**src/rtl/time_of_day_counter.sv**
```systemverilog
// time_of_day_counter: 24-hour hh:mm:ss counter driven by a clock-cycle
// prescaler. It supports a synchronous time-set with range checking.
// Every output is a register, so no input reaches an output combinationally.
module time_of_day_counter #(
    parameter int TICKS_PER_SEC = 50000000,
    parameter int PRESC_W       = 26
) (
    input  logic       clock,
    input  logic       reset,
    input  logic       enable,
    input  logic       load,
    input  logic [5:0] minute_setare,
    input  logic [4:0] ore_setare,
    output logic [5:0] secunde_counter,
    output logic [5:0] minute_counter,
    output logic [4:0] ore_counter,
    output logic       tick_sec,
    output logic       tick_minut,
    output logic       load_err
);

    localparam logic [PRESC_W-1:0] PRESC_MAX = PRESC_W'(TICKS_PER_SEC - 1);
    localparam logic [5:0]         SEC_MAX   = 6'd59;
    localparam logic [5:0]         MIN_MAX   = 6'd59;
    localparam logic [4:0]         HOUR_MAX  = 5'd23;

    logic [PRESC_W-1:0] presc;
    logic               load_ok;
    logic               sec_event;

    // A time-set is accepted only when both fields are within range.
    assign load_ok   = (minute_setare <= MIN_MAX) && (ore_setare <= HOUR_MAX);
    // A second event is the last prescaler cycle of a running second.
    assign sec_event = enable && (presc == PRESC_MAX);

    // Prescaler and cascade. Priority is reset, then a valid load, then counting.
    // An invalid load does not disturb counting and only raises load_err.
    always_ff @(posedge clock) begin
        if (reset) begin
            presc           <= '0;
            secunde_counter <= '0;
            minute_counter  <= '0;
            ore_counter     <= '0;
            tick_sec        <= 1'b0;
            tick_minut      <= 1'b0;
            load_err        <= 1'b0;
        end else begin
            tick_sec   <= 1'b0;
            tick_minut <= 1'b0;
            load_err   <= 1'b0;
            if (load && load_ok) begin
                // A valid load discards the partial second and any coincident event.
                presc           <= '0;
                secunde_counter <= '0;
                minute_counter  <= minute_setare;
                ore_counter     <= ore_setare;
            end else begin
                load_err <= load;
                if (sec_event) begin
                    presc    <= '0;
                    tick_sec <= 1'b1;
                    if (secunde_counter < SEC_MAX) begin
                        secunde_counter <= secunde_counter + 6'd1;
                    end else begin
                        secunde_counter <= '0;
                        tick_minut      <= 1'b1;
                        if (minute_counter < MIN_MAX) begin
                            minute_counter <= minute_counter + 6'd1;
                        end else begin
                            minute_counter <= '0;
                            if (ore_counter < HOUR_MAX) begin
                                ore_counter <= ore_counter + 5'd1;
                            end else begin
                                ore_counter <= '0;
                            end
                        end
                    end
                end else if (enable) begin
                    presc <= presc + 1'b1;
                end
            end
        end
    end

endmodule

```
**config.mk**
```make
export PLATFORM = sky130hd
export DESIGN_NAME = time_of_day_counter
export DESIGN_NICKNAME = d
export VERILOG_FILES = /design/src/rtl/time_of_day_counter.sv
export SDC_FILE = /design/constraint.sdc
export NUM_CORES = 1
export LEC_CHECK = 0
export CELL_PAD_IN_SITES_DETAIL_PLACEMENT = 1
export CELL_PAD_IN_SITES_GLOBAL_PLACEMENT = 1
export CORE_MARGIN = 4
export CORE_UTILIZATION = 45
export CTS_BUF_LIST = sky130_fd_sc_hd__clkbuf_8
export CTS_CLUSTER_SIZE = 30
export DETAILED_ROUTE_END_ITERATION = 6
export HOLD_SLACK_MARGIN = 0.1
export PLACE_DENSITY_LB_ADDON = 0.1
export SLEW_MARGIN = 20
export SYNTH_ARGS = -nofsm -noshare
export SYNTH_HDL_FRONTEND = slang
export SYNTH_SLANG_ARGS = --single-unit
```
**constraint.sdc**
```tcl
create_clock -name clock -period 3.4 [get_ports clock]
set_input_delay 0.68 -clock clock [delete_from_list [all_inputs] [get_ports clock]]
set_output_delay 0.68 -clock clock [all_outputs]
set_load 0.01 [all_outputs]
```
==> results.md <==
- Status: complete, no violations
- Most common cell after layout, fill and taps aside: dfxtp_1
- Share of cells above drive strength 1: a little under 7%
- Max Slew Vio Count: 0
- Async SR Flop Fraction: 0%
- Clock skew: 0.00315 ns
- Flops & latches, synth: 46
- H-tree levels: 2
- First-pass GRT wire length: 10.1 mm
- Mapped Cells: between 200 and 300
- Setup violators final: 0
- Clk_lat worst skew: approximately 0.30 ns
- Max Fanout on Critical Path: 9
- RSZ-0062 raised after global routing: false
- Final hold violations: 0
- Gr ovfl total: 0
- Setup_tns: 0 ns
- Pre-CTS WS: ~0.32 ns
- Post_cts resized: 0
- Largest net degree at the start of global routing: 19
- Die width: between 70 and 80 um
- Critical Path Source Type: input pin
- Fmax: around 360 MHz
- Most frequent cells in the layout: dfxtp_1, nor2_1, clkdlybuf4s50_1, nand2_1, nand3_1
- Synth Net Count: 293
- DR vias/cell: 5.66
- Post-synth EDFFs: 0
- DIE HEIGHT: 79.9 um
- Synth unique cells: 54
- Cts hold-fix bufs: 0
- Post-CTS Setup Bufs: 0
- DPL Wire Length: 4.29 mm
- Total power: 1.01 mW
- Worst Setup End Kind: flop
- Final min period: 2.80 ns
- Vias in the first global route: 2170
- Die Area: roughly 6400 um^2
- Routability cong.: roughly 0.79
- Pre-antenna DRT Iters: 4
- Synth Flop Type: dfxtp_1
- Final core occ: between 50% and 60%
- # DRC: 0
- Worst slew margin: between 60 and 70%
- Total number of vias: ~2100
- IO Pins: 35
- CTS Sinks: 46
- Critical Path RT: ~3.6 ns
- Reg2reg start: presc[24]
- Max cap viols: 0
- # port buffers: 34
- Hold Crit Start: presc[23]
- Mapped cell area: 2330 um^2
- Lkg Pwr: 0.925 nW
- Power Dens Cells: around 360 nW/um^2
- Initial Utilization: 47.7%
- P&R area growth vs syn: 21.3%
- GR peak layer: met2
- Core area: slightly below 5000 um^2
- Overall Global Routing Usage: around a fifth
- Root buffer cell: clkbuf_8
- Final hold slack: 0.513 ns
- Measured slew at the worst slew-check pin: about 0.52 ns
- Clk buf depth: 2
- Worst-case reg-to-reg path depth: 5
- Hold/Removal Path Class: flop to flop
- Synth warn: 0
- TritonCTS clock tree: yes
- Met3 Use GR: roughly 4.2%
- DRT Wirelength: between 5 and 6 mm
- Std-Cell Rows: 25
- Post-Syn Area per Cell: ~8.5 um^2
- Setup CP Type: input pin to flop
- Antenna diodes: 0
- Sequential share of the synthesized area: between 30% and 40%
- Reg2Reg Setup Slack: around 1.0 ns
- CTS Buf Count: 5
- Hold path cells: 2
- Layout Nets: approximately 330
- Initial antenna violation count: 0
- 1st-iter DRT viols: 40
- Final WS setup: about 0.6 ns
- Fin crit share: 82.4%
- Wirelength per Cell: ~15 um
- Post-DRT Antenna Nets: 0
- GR Util met1: between 20% and 30%
- CP arrival: between 3 and 4 ns
- FF-to-FF End: minute_counter[1]
- Peak VDD IR: about 0.23 mV
- Clk slew on worst S/H paths: 0.08 ns
- Hold worst-path end: presc[23]
- Grt met2 use: about a third
## synthesized netlist by cell type (2+ instances only)
| library cell | count | area [um^2] |
|---|---|---|
| or3_1 | 5 | 31.3 |
| and3_1 | 8 | 50.1 |
| nand2b_1 | 2 | 12.5 |
| xnor2_1 | 10 | 87.6 |
| o2111ai_1 | 2 | 17.5 |
| a21oi_1 | 12 | 60.1 |
| a311oi_1 | 2 | 17.5 |
| mux2i_1 | 5 | 50.1 |
| nor4_1 | 3 | 18.8 |
| nand4b_1 | 2 | 17.5 |
| and2_1 | 3 | 18.8 |
| a31oi_1 | 3 | 18.8 |
| ha_1 | 4 | 50.1 |
| and4_1 | 5 | 43.8 |
| clkbuf_1 | 4 | 15.0 |
| dfxtp_1 | 46 | 921 |
| a211oi_1 | 3 | 22.5 |
| buf_2 | 3 | 15.0 |
| nor3_1 | 6 | 30.0 |
| xor2_1 | 13 | 114 |
| inv_1 | 3 | 11.3 |
| nand3_1 | 14 | 70.1 |
| o21bai_1 | 2 | 15.0 |
| nand4_1 | 10 | 62.6 |
| o21ai_0 | 11 | 55.1 |
| or4_1 | 2 | 15.0 |
| or2_2 | 2 | 12.5 |
| nand3b_1 | 2 | 15.0 |
| nand3_2 | 2 | 20.0 |
| a21boi_0 | 2 | 15.0 |
| nor2_1 | 41 | 154 |
| nand2_1 | 20 | 75.1 |
## layout make-up
| class | count | area, um^2 |
|---|---|---|
| clock buffer | 6 | 82.6 |
| clock inverter | 2 | 8.76 |
| fill | 605 | 2060 |
| inverter | 3 | 11.3 |
| multi-input combinational | 215 | 1350 |
| sequential | 46 | 921 |
| tap | 67 | 83.8 |
| timing repair buffer | 38 | 370 |
## where the power goes
group          leakage [nW]  switching, mW  internal [mW]
registers             0.373         0.0180          0.549
clock network        0.0524          0.182          0.161
logic                 0.499         0.0450         0.0513
total                 0.925          0.245          0.762
## logic make-up after synthesis
group / synth area share [%]
simple gates: 31.3
xor+xnor: 8.66
buf+inv: 2.63
flops: 39.6
compound gates: 13.5
mux: 2.15
fa+ha+maj: 2.15
## worst max-delay path, stage by stage
cell	delay (ns)
clkdlybuf4s50_1	0.61
and4_1	0.26
nand3_1	0.08
or4_1	0.70
or3b_1	0.41
a311oi_1	0.26
## worst max path at each step
stage               startpoint            endpoint  depth (start not counted)
floorplan               enable   minute_counter[1]                          7
global placement        enable   minute_counter[0]                          6
detailed placement      enable   minute_counter[1]                          6
CTS                     enable   minute_counter[1]                          6
global route            enable  secunde_counter[3]                          7
finish                  enable   minute_counter[1]                          6
## per-layer routing
metal,share of wire (%),up-vias
met3,3.8,8
met1,45,1026
met2,49,35
met4,1.5,0
li1,-,1066
met5,0,-
## stage by stage
step / instance area [um^2] / std cells
2_1_floorplan: 2330 / 274
3_3_place_gp: 2730 / 369
3_5_place_dp: 2730 / 369
4_1_cts: 2820 / 377
5_1_grt: 2820 / 377
6_report: 2820 / 377
## sequential cells by signal, summed over array words and instances, names as in the netlist
register and flops:
minute_counter 6, load_err 1, tick_sec 1, tick_minut 1, secunde_counter 6, presc 26, ore_counter 5
No activity file was read; power rests on OpenSTA's default activity.
